`config.mk`:
```
export PLATFORM = sky130hd
export DESIGN_NAME = dual_queue_ctrl
export DESIGN_NICKNAME = d
export VERILOG_FILES = /design/src/rtl/queue_pkg.sv /design/src/rtl/queue_ptr.sv /design/src/rtl/dual_queue_ctrl.sv
export SDC_FILE = /design/constraint.sdc
export NUM_CORES = 1
export LEC_CHECK = 0
export CELL_PAD_IN_SITES_DETAIL_PLACEMENT = 1
export CELL_PAD_IN_SITES_GLOBAL_PLACEMENT = 2
export CORE_MARGIN = 10
export CORE_UTILIZATION = 22
export CTS_BUF_LIST = sky130_fd_sc_hd__clkbuf_4
export DETAILED_ROUTE_END_ITERATION = 6
export PLACE_DENSITY_LB_ADDON = 0.1
export SKIP_CTS_REPAIR_TIMING = 1
export SYNTH_ARGS = -nofsm -noshare
export SYNTH_HDL_FRONTEND = slang
export SYNTH_SLANG_ARGS = --single-unit
```
`constraint.sdc`:
```
create_clock -name clk -period 1.9 [get_ports clk]
set_input_delay 0.38 -clock clk [delete_from_list [all_inputs] [get_ports clk]]
set_output_delay 0.38 -clock clk [all_outputs]
set_load 0.02 [all_outputs]
```
`src/rtl/queue_pkg.sv`:
```
// Shared types and defaults for the dual-port queue controller, its memory and its bench.
package queue_pkg;

    localparam int Q_DATA_W    = 4;
    localparam int Q_ADDR_W    = 3;
    localparam int Q_AFULL_LVL = 6;
    localparam int Q_DEPTH     = 2 ** Q_ADDR_W;

    typedef logic [Q_ADDR_W:0]   ptr_t;
    typedef logic [Q_ADDR_W-1:0] addr_t;
    typedef logic [Q_DATA_W-1:0] data_t;

    // Wrap-bit arithmetic: the subtraction modulo 2**(ADDR_W+1) is the occupancy.
    function automatic ptr_t occ(input ptr_t wr, input ptr_t rd);
        return wr - rd;
    endfunction

endpackage

```
`src/rtl/queue_ptr.sv`:
```
// Wrap-bit queue pointer: low bits address the memory, the MSB toggles on each lap.
module queue_ptr #(
    parameter int ADDR_W = 3
) (
    input  logic          clk,
    input  logic          rst,
    input  logic          inc,
    input  logic          load,
    input  logic [ADDR_W:0] load_val,
    output logic [ADDR_W:0] ptr
);

    logic [ADDR_W:0] ptr_r;

    // Pointer register: reset beats load, load beats increment.
    always_ff @(posedge clk) begin
        if (rst) begin
            ptr_r <= '0;
        end else if (load) begin
            ptr_r <= load_val;
        end else if (inc) begin
            ptr_r <= ptr_r + {{ADDR_W{1'b0}}, 1'b1};
        end else begin
            ptr_r <= ptr_r;
        end
    end

    assign ptr = ptr_r;

endmodule

```
`src/rtl/dual_queue_ctrl.sv`:
```
// Pointer and flag control for a show-ahead queue built on an async-read dual-port memory.
module dual_queue_ctrl
    import queue_pkg::*;
#(
    parameter int DATA_W    = Q_DATA_W,
    parameter int ADDR_W    = Q_ADDR_W,
    parameter int AFULL_LVL = Q_AFULL_LVL
) (
    input  logic              clk,
    input  logic              rst,
    input  logic              flush,
    input  logic              in_valid,
    input  logic [DATA_W-1:0] in_data,
    output logic              in_ready,
    input  logic              out_ready,
    output logic              out_valid,
    output logic              we_dual,
    output logic [ADDR_W-1:0] addr_wr,
    output logic [ADDR_W-1:0] addr_rd,
    output logic [DATA_W-1:0] din,
    output logic              dual_empty,
    output logic              dual_full,
    output logic              almost_full,
    output logic [ADDR_W:0]   fifo_cnt
);

    logic [ADDR_W:0] wr_ptr_s;
    logic [ADDR_W:0] rd_ptr_s;
    logic            empty_s;
    logic            full_s;
    logic            push_s;
    logic            pop_s;

    // Flags come only from the registered pointers, never from the handshake inputs.
    assign empty_s     = (wr_ptr_s == rd_ptr_s);
    assign full_s      = (wr_ptr_s[ADDR_W] != rd_ptr_s[ADDR_W]) &&
                         (wr_ptr_s[ADDR_W-1:0] == rd_ptr_s[ADDR_W-1:0]);
    assign fifo_cnt    = occ(wr_ptr_s, rd_ptr_s);
    assign almost_full = (fifo_cnt >= (ADDR_W+1)'(AFULL_LVL));
    assign dual_empty  = empty_s;
    assign dual_full   = full_s;
    assign in_ready    = ~full_s;
    assign out_valid   = ~empty_s;

    // A full queue refuses the write even when a pop frees a slot in the same cycle.
    assign push_s  = in_valid & ~full_s & ~flush & ~rst;
    assign pop_s   = out_ready & ~empty_s & ~flush & ~rst;
    assign we_dual = push_s;
    assign din     = in_data;
    assign addr_wr = wr_ptr_s[ADDR_W-1:0];
    assign addr_rd = rd_ptr_s[ADDR_W-1:0];

    queue_ptr #(.ADDR_W(ADDR_W)) u_wr_ptr (
        .clk      (clk),
        .rst      (rst),
        .inc      (push_s),
        .load     (1'b0),
        .load_val ({(ADDR_W+1){1'b0}}),
        .ptr      (wr_ptr_s)
    );

    // Flush discards contents by snapping the read pointer onto the write pointer.
    queue_ptr #(.ADDR_W(ADDR_W)) u_rd_ptr (
        .clk      (clk),
        .rst      (rst),
        .inc      (pop_s),
        .load     (flush),
        .load_val (wr_ptr_s),
        .ptr      (rd_ptr_s)
    );

endmodule
```
==> impl_metrics.env <==
export IMPL_endpoint_kind="output port"
export IMPL_async_flop_share_pct=0
export IMPL_dieArea_mm2=0.006294
export IMPL_tightest_slew_ns=0.5307
export IMPL_die_x_um=79.34
export IMPL_peakVddDrop_mv=0.2191
export IMPL_grt_start_max_net_pins=14
export IMPL_clkTransAtPathRegs_ns=0.06
export IMPL_nNetsFinal=153
export IMPL_rsz0062_at_grt="yes"
export IMPL_ys_types=35
export IMPL_ys_warnings_count=0
export IMPL_clock_latency_ns=0.26
export IMPL_grt_pass1_vias=892
export IMPL_cts_sinks=8
export IMPL_final_cell_mix="31 x buf_4, 10 x clkdlybuf4s50_1, 7 x nor2_1"
export IMPL_clock_skew_ns=0.003266
export IMPL_synth_seq_area_share_pct=20.68
export IMPL_dp_cells=176
export IMPL_fin_cells=182
export IMPL_post_route_min_period_ns=1.991
export IMPL_synth_cells=97
export IMPL_clk_path_buf_depth=2
export IMPL_slowest_delay_ns=0.52
export IMPL_fin_crit_sh_pct=104.8
export IMPL_cp_num_buf_inv=3
export IMPL_cpMostUsedCell="inv_2"
export IMPL_synth_area_per_cell_um2=7.984
export IMPL_syn_to_final_growth_pct=70.92
export IMPL_syn_area_um2=774.5
export IMPL_violations="negative setup slack"
export IMPL_core_area_mm2=0.003363
export IMPL_first_iter_violations=24
export IMPL_layout_commonest_cell="buf_4"
export IMPL_final_layout_size_suffix_gt1_share_pct=50.74
export IMPL_viasPerCell=4.599
export IMPL_p_leak_nw=0.5815
export IMPL_finalHoldViolCount=0
export IMPL_required_ns=1.52
export IMPL_status="complete, but fails checks"
export IMPL_cp_slowest_cell="fa_2"
export IMPL_finalPower_mw=0.8047
export IMPL_setup_violations_final=3
export IMPL_powerDensity_mw_per_mm2=607.9
export IMPL_crit_type="flop to output port"
export IMPL_die_h_um=79.34
export IMPL_min_path_type="flop to flop"
export IMPL_cts_buffers=3
export IMPL_antennaDiodeCount=0
export IMPL_cts_root_buf="clkbuf_4"
export IMPL_antenna_found_initial=0
export IMPL_fin_ws_ns=-0.09106
export IMPL_drc=0
export IMPL_drv_slew=0
export IMPL_ioPinCount=29
export IMPL_gr_total_overflow=0
export IMPL_cts_tree="yes"
export IMPL_synthesis_nets=112
export IMPL_grt_use_total_pct=8.707
export IMPL_wirelength_um=2671
export IMPL_htreeDepth=1
export IMPL_cp_max_fo=2
export IMPL_max_clock_freq_ghz=0.5022
export IMPL_grt_pass1_wl_um=4471
export IMPL_hpwl_um=2148
export IMPL_cp_arrival_ns=1.61
export IMPL_holdWs_ns=0.6455
export IMPL_synth_seq_cells=8
export IMPL_drt_first_pass_iters=4
export IMPL_synth_edff_count=0
export IMPL_gp_congestion=0.6981
export IMPL_cp_top_family="adder cells"
export IMPL_start_util_pct=23.03
export IMPL_path_cells="inv_2 > ha_4 > fa_2 > inv_2 > nand2_2 > o21ai_4 > buf_6"
export IMPL_synth_ff_type="dfxtp_1"
export IMPL_routedWlPerCell_um=14.68
export IMPL_ant_nets=0
export IMPL_relSlewSlack_pct=63.71
export IMPL_io_buffers=20
export IMPL_num_vias=837
export IMPL_worst_setup_path_start_kind="flop"
export IMPL_rows=21
export IMPL_maxCapViolCount=0
## worst paths after layout
check | from | endpoint | slack, ns | cells after the start
setup / recovery | u_wr_ptr.ptr[0] | almost_full | -0.09 | 7
hold / removal | u_wr_ptr.ptr[1] | u_wr_ptr.ptr[1] | 0.65 | 3
setup reg to reg | u_rd_ptr.ptr[1] | u_wr_ptr.ptr[3] | 0.11 | 6
hold reg to reg | u_wr_ptr.ptr[1] | u_wr_ptr.ptr[1] | 0.65 | 3
## stage by stage
step	cell area, um2	setup slack (ns)	setup TNS [ns]	utilization, %
6_report	1324	-0.09106	-0.2294	39.36
3_3_place_gp	1197	-0.3762	-2.627	35.60
3_5_place_dp	1197	-0.4020	-2.895	35.60
5_1_grt	1324	-0.1573	-0.5233	39.36
4_1_cts	1220	-0.6901	-5.334	36.27
2_1_floorplan	835.8	-0.003682	-0.003682	-
## synthesized netlist by cell type, types with 2 or more instances
cell | n | area share [%]
a2111o_1 | 3 | 4.4
a2111oi_0 | 2 | 2.3
a211oi_1 | 4 | 3.9
a21oi_1 | 2 | 1.3
a31oi_1 | 2 | 1.6
buf_4 | 11 | 11
dfxtp_1 | 8 | 21
ha_1 | 5 | 8.1
inv_1 | 11 | 5.3
mux2_1 | 2 | 2.9
nand2_1 | 6 | 2.9
nand2b_1 | 2 | 1.6
nand3_1 | 5 | 3.2
nor2_1 | 7 | 3.4
nor2b_1 | 4 | 3.2
nor3_1 | 2 | 1.3
o21ai_0 | 2 | 1.3
xnor2_1 | 2 | 2.3
## worst reg2reg max path: stages (launching register included)
cell	delay, ns
dfxtp_2	0.36
inv_2	0.05
ha_4	0.22
and3_4	0.21
buf_4	0.15
a211oi_1	0.34
mux2_1	0.36
## area by class of cell
type | count | area (um2)
multi-input cells | 65 | 608.1
fillers | 429 | 2039
repair buffers | 49 | 425.4
well taps | 46 | 57.56
inverters | 11 | 43.79
flip-flops and latches | 8 | 166.4
clock buffers | 3 | 22.52
## cells by family after synthesis
logic type / Yosys count / synth area share [%]
xor+xnor: 3 / 4.363
simple gates: 33 / 22.30
buf+inv: 24 / 17.12
mux: 4 / 5.654
flops: 8 / 20.68
compound gates: 19 / 19.23
fa+ha+maj: 6 / 10.66
## where the power goes
group / switching, mW / internal, mW / leakage, nW / total [mW]
Combinational: 0.235 / 0.241 / 0.500 / 0.476
Clock: 0.0681 / 0.0730 / 0.0138 / 0.141
Sequential: 0.00966 / 0.178 / 0.0674 / 0.188
Total: 0.313 / 0.492 / 0.582 / 0.805
## metal layers
layer	track usage [%]	part of all wire, %	up-vias
li1	-	-	413
met1	10.06	44	405
met2	14.93	51	13
met3	2.252	4.6	6
met4	3.405	0.67	0
met5	0	0	-
## registers in the layout, indices dropped and copies added, names as in the netlist
signal and count:
u_rd_ptr.ptr 4, u_wr_ptr.ptr 4
Power figures use the tool's default switching activity.
